===== src/rtl/pwm_pkg.sv =====
// ============================================================================
// pwm_pkg : shared widths, period length and types for ultrasound_pwm_generator
// Revision : 1.0
// ============================================================================
`default_nettype none

package pwm_pkg;
    localparam int CNT_WIDTH  = 9;
    localparam int DUTY_WIDTH = 8;
    localparam int CYCLE      = 2 ** CNT_WIDTH;
    localparam int C_SHIFT    = CNT_WIDTH - DUTY_WIDTH;

    typedef logic [CNT_WIDTH-1:0]  cnt_t;
    typedef logic [DUTY_WIDTH-1:0] duty_t;
endpackage

`default_nettype wire


===== src/rtl/ultrasound_pwm_generator_if.sv =====
// ============================================================================
// ultrasound_pwm_generator_if : per-transducer PWM control/drive bundle
// Revision : 1.0
// ============================================================================
`default_nettype none

interface ultrasound_pwm_generator_if;
    import pwm_pkg::*;

    cnt_t  TIME;
    duty_t DUTY;
    duty_t PHASE;
    logic  DUTY_OFFSET;
    logic  PWM_OUT;

    modport master (output TIME, DUTY, PHASE, DUTY_OFFSET, input PWM_OUT);
    modport slave  (input TIME, DUTY, PHASE, DUTY_OFFSET, output PWM_OUT);
endinterface

`default_nettype wire


===== src/rtl/ultrasound_pwm_generator_edge_calc.sv =====
// ============================================================================
// pwm_edge_calc : combinational rise/fall tick and enable from DUTY/PHASE
// Revision : 1.0
// ============================================================================
`default_nettype none

module pwm_edge_calc
    import pwm_pkg::*;
(
    input  wire duty_t i_duty,
    input  wire duty_t i_phase,
    input  wire logic  i_duty_offset,
    output cnt_t       o_t_s,
    output cnt_t       o_t_e,
    output logic       o_en
);
    cnt_t w_width;
    cnt_t w_centre;
    cnt_t w_half_lo;
    cnt_t w_half_hi;

    // Width peaks at half a period, so W+1 still fits and the split never wraps.
    assign w_width   = cnt_t'(i_duty) + cnt_t'(i_duty_offset);
    assign w_centre  = cnt_t'(i_phase) << C_SHIFT;
    assign w_half_lo = w_width >> 1;
    assign w_half_hi = (w_width + cnt_t'(1)) >> 1;

    assign o_t_s = w_centre - w_half_lo;
    assign o_t_e = w_centre + w_half_hi;
    assign o_en  = |i_duty;
endmodule

`default_nettype wire


===== src/rtl/ultrasound_pwm_generator.sv =====
// ============================================================================
// ultrasound_pwm_generator : PWM pulse centred on PHASE, width DUTY+DUTY_OFFSET.
// Option macro PWM_PERIOD_LATCH_EN: edges reload only at TIME == CYCLE-1.
// Revision : 1.0
// ============================================================================
`default_nettype none

module ultrasound_pwm_generator
    import pwm_pkg::*;
(
    input  wire logic                  CLK,
    input  wire logic                  RST,
    ultrasound_pwm_generator_if.slave  bus
);
    cnt_t w_calc_t_s;
    cnt_t w_calc_t_e;
    logic w_calc_en;
    logic w_load;
    logic w_hit;

    cnt_t t_s_q, t_s_d;
    cnt_t t_e_q, t_e_d;
    logic en_q,  en_d;
    logic pwm_q, pwm_d;

    pwm_edge_calc u_edge_calc (
        .i_duty        (bus.DUTY),
        .i_phase       (bus.PHASE),
        .i_duty_offset (bus.DUTY_OFFSET),
        .o_t_s         (w_calc_t_s),
        .o_t_e         (w_calc_t_e),
        .o_en          (w_calc_en)
    );

    always_comb begin
`ifdef PWM_PERIOD_LATCH_EN
        w_load = (bus.TIME == cnt_t'(CYCLE - 1));
`else
        w_load = 1'b1;
`endif
        t_s_d = t_s_q;
        t_e_d = t_e_q;
        en_d  = en_q;
        if (w_load) begin
            t_s_d = w_calc_t_s;
            t_e_d = w_calc_t_e;
            en_d  = w_calc_en;
        end

        // Fall before rise means the window straddles the period boundary.
        if (t_s_q <= t_e_q) begin
            w_hit = (bus.TIME >= t_s_q) && (bus.TIME < t_e_q);
        end else begin
            w_hit = (bus.TIME >= t_s_q) || (bus.TIME < t_e_q);
        end
        pwm_d = en_q & w_hit;
    end

    always_ff @(posedge CLK) begin
        if (RST) begin
            t_s_q <= '0;
            t_e_q <= '0;
            en_q  <= 1'b0;
            pwm_q <= 1'b0;
        end else begin
            t_s_q <= t_s_d;
            t_e_q <= t_e_d;
            en_q  <= en_d;
            pwm_q <= pwm_d;
        end
    end

    assign bus.PWM_OUT = pwm_q;
endmodule

`default_nettype wire


===== src/flat_wrapper.sv =====
// flat-port wrapper written by rule: the top's interface ports become plain ports
module ultrasound_pwm_generator_flat import pwm_pkg::*;
  (CLK, RST, bus_TIME, bus_DUTY, bus_PHASE, bus_DUTY_OFFSET, bus_PWM_OUT);
  ultrasound_pwm_generator_if bus_i ();
  input  wire logic CLK;
  input  wire logic RST;
  input wire logic [$bits(bus_i.TIME)-1:0] bus_TIME;
  input wire logic [$bits(bus_i.DUTY)-1:0] bus_DUTY;
  input wire logic [$bits(bus_i.PHASE)-1:0] bus_PHASE;
  input wire logic [$bits(bus_i.DUTY_OFFSET)-1:0] bus_DUTY_OFFSET;
  output wire logic [$bits(bus_i.PWM_OUT)-1:0] bus_PWM_OUT;
  assign bus_i.TIME = bus_TIME;
  assign bus_i.DUTY = bus_DUTY;
  assign bus_i.PHASE = bus_PHASE;
  assign bus_i.DUTY_OFFSET = bus_DUTY_OFFSET;
  assign bus_PWM_OUT = bus_i.PWM_OUT;
  ultrasound_pwm_generator u_core (.CLK(CLK), .RST(RST), .bus(bus_i));
endmodule

===== config.mk =====
export PLATFORM = sky130hd
export DESIGN_NAME = ultrasound_pwm_generator_flat
export DESIGN_NICKNAME = d
export VERILOG_FILES = /design/src/rtl/pwm_pkg.sv /design/src/rtl/ultrasound_pwm_generator_if.sv /design/src/rtl/ultrasound_pwm_generator_edge_calc.sv /design/src/rtl/ultrasound_pwm_generator.sv /design/src/flat_wrapper.sv
export SDC_FILE = /design/constraint.sdc
export NUM_CORES = 1
export LEC_CHECK = 0
export CORE_ASPECT_RATIO = 0.7
export CORE_MARGIN = 2
export CORE_UTILIZATION = 55
export CTS_CLUSTER_DIAMETER = 200
export DETAILED_ROUTE_END_ITERATION = 10
export GPL_TIMING_DRIVEN = 1
export PLACE_DENSITY = 0.84
export SETUP_SLACK_MARGIN = 0.5
export SYNTH_ARGS = -nofsm -noshare
export SYNTH_HDL_FRONTEND = slang
export SYNTH_SLANG_ARGS = --single-unit
export TNS_END_PERCENT = 10

===== constraint.sdc =====
create_clock -name CLK -period 9.2 [get_ports CLK]
set_clock_uncertainty 0.1 [all_clocks]
set_input_delay 1.84 -clock CLK [delete_from_list [all_inputs] [get_ports CLK]]
set_output_delay 1.84 -clock CLK [all_outputs]
set_load 0.02 [all_outputs]

==> impl_metrics.yaml <==
clock_network:
  clock_sinks: 20
  root_buffer: "clkbuf_8"
  clk_transition_reported_paths_ps: 70
  cts_resized: 0
  clock_path_buffers: 2
  clock_latency_ps: 250
  numCtsBuffers: 3
  cts_tree: "yes"
  cts_setup_buffers: 0
  hold_buffers: 0
  htreeDepth: 1
synth:
  synthTopCellsByArea: "ha_1, dfxtp_1, xnor2_1, xor2_1, nor2_1"
  synth_seq_cells: 20
  syn_area_mm2: 0.00201
  ys_seq_area_frac: 0.199
  synthArstFlopShare: 0
  yosys.area.top_type: "ha_1"
  synth-edff-count: 0
  netlist.area_leader.share: 0.268
  yosysUniqueCellTypes: 46
  yosysWarnings: 0
  syn_nets: 302
  syn_area_per_cell_um2: 8.78
  synth_cells: 229
  yosys_most_used_dff: "dfxtp_1"
finish:
  nNetsFinal: 333
  layout_commonest_cell: "ha_1"
  design_area_mm2: 0.00240
  final_cell_mix: "ha_1, clkdlybuf4s50_1, nor2_1"
  diodes: 0
  drive_gt1_frac: 0.0502
  seq_area_um2: 400
  fin_util: 0.683
  multi_input_area_mm2: 0.00152
  area.growth.synth_to_final_pct: 19.4
  fill_cells: 303
die:
  initial_core_util: 0.572
  die_x_um: 76.3
  dieArea_mm2: 0.00416
  pin_count: 29
  fp.dieH_um: 54.6
  coreArea_mm2: 0.00351
  fp-row-count: 18
critical_path:
  r2r_cells: 7
  cp-end-kind: "flip-flop"
  r2r-end: "u_core.bus.PWM_OUT"
  arrival_ps: 5280
  startpoint: "bus_DUTY[0]"
  rrSetupSlack_ps: 7130
  worstPathMaxFanout: 6
  start_kind: "input port"
  cp.required_ps: 9250
  path_class: "in2reg"
  r2r_start: "u_core.t_e_q[5]"
detailed_routing:
  drc: 0
  vias_per_cell: 5.19
  via_count: 1603
  wl_per_cell_um: 12.0
  ant_nets: 0
  drtIter0Drc: 23
  routed_wl_um: 3710
  dr.pass1.iters: 4
hold_path:
  hold_depth: 1
  hold_start: "u_core.en_q"
  hold_path_end: "u_core.bus.PWM_OUT"
  hold_path.class: "reg2reg"
global_routing:
  grt_pass1_wl_um: 6450
  overflow: 0
  grt_pass1_vias: 1591
  antenna_found_initial: 0
  track_usage: 0.194
  grt_max_degree: 22
timing:
  grt_setup_unrepaired: "false"
  tns_ps: 0
  finalHoldViolCount: 0
  period_share: 0.569
  fin_hold_ws_ps: 365
  max_freq_mhz: 191
  setup_viol: 0
  finalMaxSlewViolations: 0
  period_minus_slack_ps: 5230
  worst_pin_slew_ps: 708
  slew_headroom: 0.527
placement:
  gp_routability_congestion: 0.816
  hpwl_um: 3250
  dpl_cell_area_mm2: 0.00235
  io_buffer_count: 28
power_and_ir_drop:
  power.density_mw_per_mm2: 127
  vdd_drop_max_mv: 0.0691
  power_w: 0.000306
  p_leak_nw: 1.04
run_status:
  status: "finished, final reports clean"
job:
  cap_violations: 0
per-layer routing:
| layer | share of wire | track usage | wire, um | up-vias |
|---|---|---|---|---|
| met5 | 0 | 0 | 0 | - |
| met4 | 0.012 | 0.0727 | 43 | 0 |
| met3 | 0.031 | 0.0198 | 114 | 6 |
| met2 | 0.44 | 0.369 | 1650 | 34 |
| met1 | 0.51 | 0.236 | 1900 | 692 |
| li1 | - | - | - | 871 |
registers in the layout, indices dropped and copies added, names as in the netlist:
register and cells:
u_core.t_s_q 9, u_core.t_e_q 9, u_core.en_q 1, u_core.bus.PWM_OUT 1
critical path: stages:
cell	delay, ps
clkdlybuf4s50_1	500
ha_1	160
ha_1	290
xor2_1	410
nand3_1	190
xor2_1	250
ha_1	280
a21o_1	180
a21oi_1	210
nor2_1	90
a211o_1	300
o31ai_1	230
mux2_2	360
power by group:
part | total (W) | switching [W] | internal [W]
clock network | 0.0000635 | 0.0000255 | 0.0000380
logic | 0.000138 | 0.0000696 | 0.0000689
registers | 0.000104 | 0.00000496 | 0.0000989
synthesized netlist by cell type (2+ instances only):
master,count
a211o_1,3
a211oi_1,2
a21o_1,4
a21oi_1,10
dfxtp_1,20
fa_1,2
ha_1,43
inv_1,21
nand2_1,10
nand2b_1,7
nand3_1,4
nand4_1,2
nor2_1,22
nor2b_1,10
nor3_1,2
nor3b_1,2
nor4_1,2
o211ai_1,2
o21a_1,2
o21ai_0,12
o21bai_1,2
o31ai_1,3
xnor2_1,10
xor2_1,10
stage by stage:
stage	std cells	worst slack, ps
2_1_floorplan	229	4420
3_3_place_gp	305	3770
3_5_place_dp	305	3680
4_1_cts	309	3960
5_1_grt	309	3730
6_report	309	3970
worst max path at each step:
stage          depth (start not counted)         endpoint  slack, ps
2_1_floorplan                         12  u_core.t_e_q[8]       4420
3_3_place_gp                          13  u_core.t_e_q[8]       3770
3_5_place_dp                          13  u_core.t_e_q[8]       3680
4_1_cts                               13  u_core.t_e_q[8]       3960
5_1_grt                               13  u_core.t_e_q[8]       3730
6_report                              13  u_core.t_e_q[8]       3970
cell type report:
class	count	area share
Multi-Input combinational cell	186	0.635
Sequential cell	20	0.167
Timing Repair Buffer	28	0.117
Inverter	21	0.0328
Tap cell	50	0.0261
Clock buffer	4	0.0229
cells by family after synthesis:
logic type,count (synthesis),synth area share
and+or+nand+nor,67,0.177
AOI/OAI and AO/OA,48,0.161
adders and majority gates,46,0.292
buffers and inverters,23,0.0429
xor gates and xnor gates,22,0.109
DFF,20,0.199
muxes,3,0.0187
(Power assumes the default switching activity.)
